$ cat src/rtl/pipelined_add_sub_if.sv
// Handshake and data bundle for the pipelined adder/subtractor.
// The master side drives operands and out_ready; the slave side is the adder.
interface pipelined_add_sub_if #(
    parameter int WIDTH = 16
);
    logic             in_valid;
    logic             in_ready;
    logic             Sub;
    logic [WIDTH-1:0] A;
    logic [WIDTH-1:0] B;
    logic             out_valid;
    logic             out_ready;
    logic [WIDTH-1:0] S;
    logic             Cout;
    logic             V;
    logic             Z;

    modport master (
        output in_valid, Sub, A, B, out_ready,
        input  in_ready, out_valid, S, Cout, V, Z
    );

    modport slave (
        input  in_valid, Sub, A, B, out_ready,
        output in_ready, out_valid, S, Cout, V, Z
    );
endinterface

$ cat src/rtl/pipelined_add_sub.sv
// Pipelined two's-complement add/sub: one CHUNK-bit ripple segment per stage,
// carries registered between stages, whole-pipe stall driven by the output side.
module pipelined_add_sub #(
    parameter int WIDTH = 16,
    parameter int CHUNK = 4
) (
    input  logic               clk,
    input  logic               rst_n,
    pipelined_add_sub_if.slave io
);
    localparam int STAGES = WIDTH / CHUNK;
    // Bank j holds B' bits above chunk j; all banks are packed back to back here.
    localparam int BX_BITS = (STAGES - 1) * WIDTH - CHUNK * (STAGES - 1) * STAGES / 2;
    localparam int BX_W    = (BX_BITS > 0) ? BX_BITS : 1;

    logic [STAGES-1:0]            vld_q, vld_d;
    logic [STAGES-1:0]            cy_q, cy_d, cy_nxt;
    // acc bank k = {A bits not yet added, sum bits already produced}
    logic [STAGES-1:0][WIDTH-1:0] acc_q, acc_d, acc_nxt;
    logic [BX_W-1:0]              bx_q, bx_d, bx_nxt;
    logic                         v_q, v_d, v_nxt;
    logic                         stall;
    logic [WIDTH-1:0]             b_eff;

    assign b_eff = io.B ^ {WIDTH{io.Sub}};
    assign stall = vld_q[STAGES-1] && !io.out_ready;

    for (genvar k = 0; k < STAGES; k++) begin : g_stg
        localparam int LO = k * CHUNK;
        logic [WIDTH-1:0]    acc_in;
        logic [WIDTH-1:0]    acc_o;
        logic [WIDTH-LO-1:0] bx_in;
        logic                cy_in;
        logic [CHUNK:0]      sum;

        if (k == 0) begin : g_head
            assign acc_in = io.A;
            assign bx_in  = b_eff;
            assign cy_in  = io.Sub;
        end else begin : g_body
            localparam int OFF_IN = (k - 1) * WIDTH - CHUNK * (k - 1) * k / 2;
            assign acc_in = acc_q[k-1];
            assign bx_in  = bx_q[OFF_IN +: WIDTH-LO];
            assign cy_in  = cy_q[k-1];
        end

        assign sum = {1'b0, acc_in[LO +: CHUNK]} + {1'b0, bx_in[CHUNK-1:0]}
                   + {{CHUNK{1'b0}}, cy_in};

        always_comb begin
            acc_o              = acc_in;
            acc_o[LO +: CHUNK] = sum[CHUNK-1:0];
        end

        assign acc_nxt[k] = acc_o;
        assign cy_nxt[k]  = sum[CHUNK];

        if (k < STAGES - 1) begin : g_fwd
            localparam int OFF_OUT = k * WIDTH - CHUNK * k * (k + 1) / 2;
            assign bx_nxt[OFF_OUT +: WIDTH-LO-CHUNK] = bx_in[WIDTH-LO-1:CHUNK];
        end else begin : g_last
            // Operand MSBs reach the last stage together with the final sum chunk.
            assign v_nxt = (acc_in[WIDTH-1] == bx_in[WIDTH-LO-1])
                        && (acc_o[WIDTH-1] != acc_in[WIDTH-1]);
        end
    end

    if (STAGES == 1) begin : g_nobx
        assign bx_nxt = '0;
    end

    always_comb begin
        vld_d = vld_q;
        cy_d  = cy_q;
        acc_d = acc_q;
        bx_d  = bx_q;
        v_d   = v_q;
        if (!stall) begin
            vld_d[0] = io.in_valid;
            for (int k = 1; k < STAGES; k++) vld_d[k] = vld_q[k-1];
            cy_d  = cy_nxt;
            acc_d = acc_nxt;
            bx_d  = bx_nxt;
            v_d   = v_nxt;
        end
    end

    always_ff @(posedge clk or negedge rst_n) begin
        if (!rst_n) begin
            vld_q <= '0;
            cy_q  <= '0;
            acc_q <= '0;
            bx_q  <= '0;
            v_q   <= 1'b0;
        end else begin
            vld_q <= vld_d;
            cy_q  <= cy_d;
            acc_q <= acc_d;
            bx_q  <= bx_d;
            v_q   <= v_d;
        end
    end

    assign io.in_ready  = !stall;
    assign io.out_valid = vld_q[STAGES-1];
    assign io.S         = acc_q[STAGES-1];
    assign io.Cout      = cy_q[STAGES-1];
    assign io.V         = v_q;
    assign io.Z         = (acc_q[STAGES-1] == '0);
endmodule

$ cat src/flat_wrapper.sv
// flat-port wrapper written by rule: the top's interface ports become plain ports
module pipelined_add_sub_flat 
#(
    parameter int WIDTH = 16,
    parameter int CHUNK = 4
)
  (clk, rst_n, io_in_valid, io_Sub, io_A, io_B, io_out_ready, io_in_ready, io_out_valid, io_S, io_Cout, io_V, io_Z);
  pipelined_add_sub_if #(.WIDTH(WIDTH)) io_i ();
  input  logic clk;
  input  logic rst_n;
  input wire logic [$bits(io_i.in_valid)-1:0] io_in_valid;
  input wire logic [$bits(io_i.Sub)-1:0] io_Sub;
  input wire logic [$bits(io_i.A)-1:0] io_A;
  input wire logic [$bits(io_i.B)-1:0] io_B;
  input wire logic [$bits(io_i.out_ready)-1:0] io_out_ready;
  output wire logic [$bits(io_i.in_ready)-1:0] io_in_ready;
  output wire logic [$bits(io_i.out_valid)-1:0] io_out_valid;
  output wire logic [$bits(io_i.S)-1:0] io_S;
  output wire logic [$bits(io_i.Cout)-1:0] io_Cout;
  output wire logic [$bits(io_i.V)-1:0] io_V;
  output wire logic [$bits(io_i.Z)-1:0] io_Z;
  assign io_i.in_valid = io_in_valid;
  assign io_i.Sub = io_Sub;
  assign io_i.A = io_A;
  assign io_i.B = io_B;
  assign io_i.out_ready = io_out_ready;
  assign io_in_ready = io_i.in_ready;
  assign io_out_valid = io_i.out_valid;
  assign io_S = io_i.S;
  assign io_Cout = io_i.Cout;
  assign io_V = io_i.V;
  assign io_Z = io_i.Z;
  pipelined_add_sub #(.WIDTH(WIDTH), .CHUNK(CHUNK)) u_core (.clk(clk), .rst_n(rst_n), .io(io_i));
endmodule
$ cat config.mk
export PLATFORM = sky130hd
export DESIGN_NAME = pipelined_add_sub_flat
export DESIGN_NICKNAME = d
export VERILOG_FILES = /design/src/rtl/pipelined_add_sub_if.sv /design/src/rtl/pipelined_add_sub.sv /design/src/flat_wrapper.sv
export SDC_FILE = /design/constraint.sdc
export NUM_CORES = 1
export LEC_CHECK = 0
export BUFFER_PORTS_ARGS = -buffer_cell sky130_fd_sc_hd__buf_4
export CELL_PAD_IN_SITES_DETAIL_PLACEMENT = 1
export CELL_PAD_IN_SITES_GLOBAL_PLACEMENT = 1
export CORE_ASPECT_RATIO = 0.7
export CORE_MARGIN = 4
export CORE_UTILIZATION = 40
export DETAILED_ROUTE_END_ITERATION = 10
export GPL_TIMING_DRIVEN = 0
export PLACE_DENSITY = 0.72
export REMOVE_ABC_BUFFERS = 1
export SKIP_CTS_REPAIR_TIMING = 1
export SYNTH_ARGS = -nofsm -noshare
export SYNTH_HDL_FRONTEND = slang
export SYNTH_SLANG_ARGS = --single-unit
$ cat constraint.sdc
create_clock -name clk -period 2.2 [get_ports clk]
set_clock_uncertainty 0.05 [all_clocks]
set_input_delay 0.44 -clock clk [delete_from_list [all_inputs] [get_ports clk]]
set_output_delay 0.44 -clock clk [all_outputs]
set_load 0.02 [all_outputs]
# Word level (Yosys, flattened, before mapping)
# Index checks and enable logic that the tools add are counted.
dict set report totals {
  ff_bits 97
  in_bits 37
}
dict set report classes {
  add_sub_neg 8
  n_eq_ne 2
  bitwise_logic 1
  n_reduce_logical 5
}
# operator n
set op_table {}
lappend op_table {{4-bit by 4-bit adder with 5-bit output} 4}
lappend op_table {{5-bit by 1-bit adder with 5-bit output} 4}
lappend op_table {{16-bit logical NOT} 1}
lappend op_table {{16-bit XOR} 1}
lappend op_table {{1-bit logical AND} 2}
lappend op_table {{1-bit logical NOT} 2}
lappend op_table {{1-bit equality test} 1}
lappend op_table {{1-bit != test} 1}

# Logic depth before layout (Yosys ltp)
dict set report depth {
  depth_word 4
  depth_mapped 7
}

# Worst setup path after synthesis
# Ideal clock, no wire load.
dict set report synth_path {
  path_type {input to register}
  from {in io_Sub}
  to {reg u_core.acc_q (netlist bit u_core.g_stg[1].acc_in[3])}
  setup_ps 120
  t_arrival_ps 1959
  required_ps 2030
  setup_slack_ps 71
  stages 7
  path_cell_list {buf_6 > buf_2 > xor2_1 > ha_1 > and2_1 > a2111o_1 > and3_1}
}
dict set report synth_via {
  elab_chain_len 3
}
# element line
set synth_rtl {}
lappend synth_rtl {{start, declared} flat_wrapper.sv:12} ;# input wire logic [$bits(io_i.Sub)-1:0] io_Sub;
lappend synth_rtl {{16-bit XOR} pipelined_add_sub.sv:25} ;# assign b_eff = io.B ^ {WIDTH{io.Sub}};
lappend synth_rtl {{4-bit by 4-bit adder with 5-bit output} pipelined_add_sub.sv:47} ;# assign sum = {1'b0, acc_in[LO +: CHUNK]} + {1'b0, bx_in[CHUNK-1:0]}
lappend synth_rtl {{5-bit by 1-bit adder with 5-bit output *} pipelined_add_sub.sv:48} ;# + {{CHUNK{1'b0}}, cy_in};
lappend synth_rtl {{end signal, assigned} pipelined_add_sub.sv:92} ;# acc_q <= '0;
lappend synth_rtl {{end signal, assigned} pipelined_add_sub.sv:98} ;# acc_q <= acc_d;
lappend synth_rtl {{end, declared} pipelined_add_sub.sv:19} ;# logic [STAGES-1:0][WIDTH-1:0] acc_q, acc_d, acc_nxt;
# Every way passes the cells marked *; elsewhere a longest branch is shown, timed or not.
# A chain may end at the register's enable or synchronous reset.

# Worst setup path in the final report
dict set report layout_path {
  from {reg u_core.vld_q[3]}
  to {out io_in_ready}
}
dict set report layout_via {
  elab_chain_len 2
}
# element line
set layout_rtl {}
lappend layout_rtl {{start, declared} pipelined_add_sub.sv:16} ;# logic [STAGES-1:0] vld_q, vld_d;
lappend layout_rtl {{start signal, assigned} pipelined_add_sub.sv:96} ;# vld_q <= vld_d;
lappend layout_rtl {{1-bit logical AND} pipelined_add_sub.sv:26} ;# assign stall = vld_q[STAGES-1] && !io.out_ready;
lappend layout_rtl {{1-bit logical NOT} -}
lappend layout_rtl {{end, declared} flat_wrapper.sv:16} ;# output wire logic [$bits(io_i.in_ready)-1:0] io_in_ready;
# No other way between the ends.

==> results.sh <==
export IMPL_initial_core_util_pct=41.4
export IMPL_crit_arrival_ns=1.61
export IMPL_fill_cells=1230
export IMPL_portBuffers=57
export IMPL_cts_buffer_depth=2
export IMPL_dp_cells=631
export IMPL_worst_slack_ns=0.0957
export IMPL_viasPerCell=4.86
export IMPL_numCtsBuffers=9
export IMPL_drtIter0Drc=189
export IMPL_antenna_cells=0
export IMPL_track_usage_pct=15.5
export IMPL_hold_class="primary input to flip-flop"
export IMPL_antenna_found_initial=0
export IMPL_drt_pass1_iterations=4
export IMPL_grt_pass1_wl_um=15700
export IMPL_drv_slew=0
export IMPL_overflow=0
export IMPL_setup_viol=0
export IMPL_drv_cap=0
export IMPL_cts_tree="yes"
export IMPL_die_h_um=95.0
export IMPL_pre_cts_ws_ns=-0.395
export IMPL_gp_congestion=0.728
export IMPL_grt_max_degree=98
export IMPL_ant_nets=0
export IMPL_synth_top_cell_area_share_pct=56.2
export IMPL_die_x_um=132
export IMPL_synth_seq_area_share_pct=56.2
export IMPL_endpoint_kind="output pin"
export IMPL_insertion_delay_ns=0.34
export IMPL_synth_edf_count=0
export IMPL_hold_depth=3
export IMPL_synthArstFlopShare_pct=100
export IMPL_synth_avg_cell_area_um2=9.33
export IMPL_final_cells=652
export IMPL_synthFlopType="dfrtp_1"
export IMPL_required_ns=1.71
export IMPL_slew_headroom_pct=18.9
export IMPL_rsz0062_at_grt="false"
export IMPL_h_tree_depth=3
export IMPL_hold_viol=0
export IMPL_yosysUniqueCellTypes=35
export IMPL_wl_um=9310
export IMPL_clock_sinks=97
export IMPL_worst_slew_pin_slew_ns=1.22
export IMPL_worstRegToRegCells=5
export IMPL_netlist_instances=463
export IMPL_dieArea_um2=12600
export IMPL_fin_crit_sh_pct=95.7
export IMPL_synth_top_cell_by_area="dfrtp_1"
export IMPL_startpoint_type="flip-flop"
export IMPL_peakVddDrop_uv=538
export IMPL_clk_pin_slew_ns=0.07
export IMPL_min_period_ns=2.10
export IMPL_ys_top_cells_by_area="dfrtp_1 56%, nand2_1 19%, ha_1 3.5%, fa_1 3.2%, xnor2_1 3.2%"
export IMPL_cts_root_buffer="clkbuf_16"
export IMPL_rows=31
export IMPL_yosysWarnings=0
export IMPL_status="complete, no violations"
export IMPL_core_area_um2=10400
export IMPL_drc=0
export IMPL_final_layout_size_suffix_gt1_share_pct=16.2
export IMPL_first_global_vias=3249
export IMPL_area_growth_pct=20.4
export IMPL_wl_per_cell_um=14.3
export IMPL_leakage_nw=2.65
export IMPL_io_pins=58
export IMPL_finalNetCount=571
export IMPL_netlist_area_um2=4320
export IMPL_timing_hold_ws_ns=0.243
export IMPL_path_class="flip-flop to output pin"
export IMPL_dp_hpwl_um=6070
export IMPL_power_density_nw_per_um2=1410
export IMPL_clock_fmax_mhz=475
export IMPL_synth_seq_cells=97
export IMPL_cp_max_fo=90
export IMPL_num_vias=3168
## area by class of cell
cell class	count	area, um2	share of cell area, %
Multi-Input combinational cell	336	1770	34.1
Clock inverter	5	30.0	0.577
Clock buffer	11	253	4.86
Timing Repair Buffer	63	510	9.81
Sequential cell	97	2430	46.7
Tap cell	132	165	3.17
Inverter	8	42.5	0.818
## Yosys cell counts, drive strengths merged, types with 2 or more instances
library cell,number
nand2,221
dfrtp,97
o21ai,19
xnor2,16
buf,13
a21oi,12
ha,12
clkbuf,10
inv,8
fa,7
nor2,7
a21o,5
nor2b,4
nor4,4
xor2,4
nand3,3
a211oi,2
a21boi,2
mux2i,2
o2111ai,2
or4,2
## cell usage in the layout, fill, tap and decap left out, types with 2 or more instances in the layout
master	netlist	routed
o21ai_0	19	19
clkinvlp_4	0	2
dfrtp_1	97	97
a21oi_1	12	12
nand3_1	3	3
nor4_1	4	3
ha_1	12	12
xor2_1	4	4
or4_1	2	2
mux2i_1	2	2
nor2b_1	4	3
inv_1	7	7
nand2_1	221	221
clkbuf_16	0	9
buf_12	0	3
xnor2_1	16	16
a21boi_0	2	2
o2111ai_1	2	2
clkbuf_8	0	2
a211oi_1	2	2
buf_4	1	60
nor2_1	7	7
fa_1	7	7
a21o_1	5	5
clkinv_2	0	3
## flip-flops by register name, indices dropped and copies added (netlist names)
register	count
u_core.g_stg.acc_in	48
u_core.bx_q	24
u_core.io.V	1
u_core.cy_q	4
u_core.vld_q	4
u_core.io.S	16
## metal layers
metal | global-route usage, % | share of wire, % | up-vias
li1 | - | - | 1576
met1 | 20.5 | 48 | 1534
met2 | 25.6 | 48 | 49
met3 | 4.05 | 3.5 | 9
met4 | 4.07 | 0.75 | 0
met5 | 0 | 0 | -
## power breakdown
| part | switching (W) | leakage, nW | internal (W) |
|---|---|---|---|
| clock | 0.000654 | 0.137 | 0.000822 |
| sequential | 0.000538 | 1.17 | 0.00258 |
| combinational | 0.00157 | 1.34 | 0.00117 |
## final timing paths
path / start / end / slack (ns)
max: u_core.vld_q[3] / io_in_ready / 0.1
min: io_in_valid / u_core.vld_q[0] / 0.24
max reg2reg: u_core.g_stg[3].acc_in[12] / u_core.cy_q[3] / 0.29
min reg2reg: u_core.vld_q[2] / u_core.vld_q[2] / 0.41
max in group asynchronous: rst_n / u_core.bx_q[15] / 1.03
min in group asynchronous: rst_n / u_core.g_stg[3].acc_in[13] / 0.30
## through the flow
stage / setup TNS [ns] / total power (W) / instance area [um2] / util, %
after floorplan: -355.35 / 0.00485 / 4210 / -
after global placement: -674.91 / 0.00561 / 4800 / 46.0
after detailed placement: -1.93 / 0.00585 / 4850 / 46.5
after CTS: -0.736 / 0.00738 / 5130 / 49.2
after global routing: 0 / 0.00801 / 5200 / 49.9
final: 0 / 0.00733 / 5200 / 49.9
## cell families after synthesis
group,share of synthesized area (%)
XOR/XNOR,4.05
AO/OA/AOI/OAI,6.34
flip-flops,56.2
adder cells (fa/ha/maj),6.72
AND/OR/NAND/NOR,22.6
multiplexers,0.811
buffers and inverters,3.27
## worst max-delay path: stages (launching register included)
cell and delay, ns:
dfrtp_1 0.42, nor2b_4 0.15, buf_12 0.14, inv_12 0.25, buf_4 0.22
No activity file was read; power rests on OpenSTA's default activity.
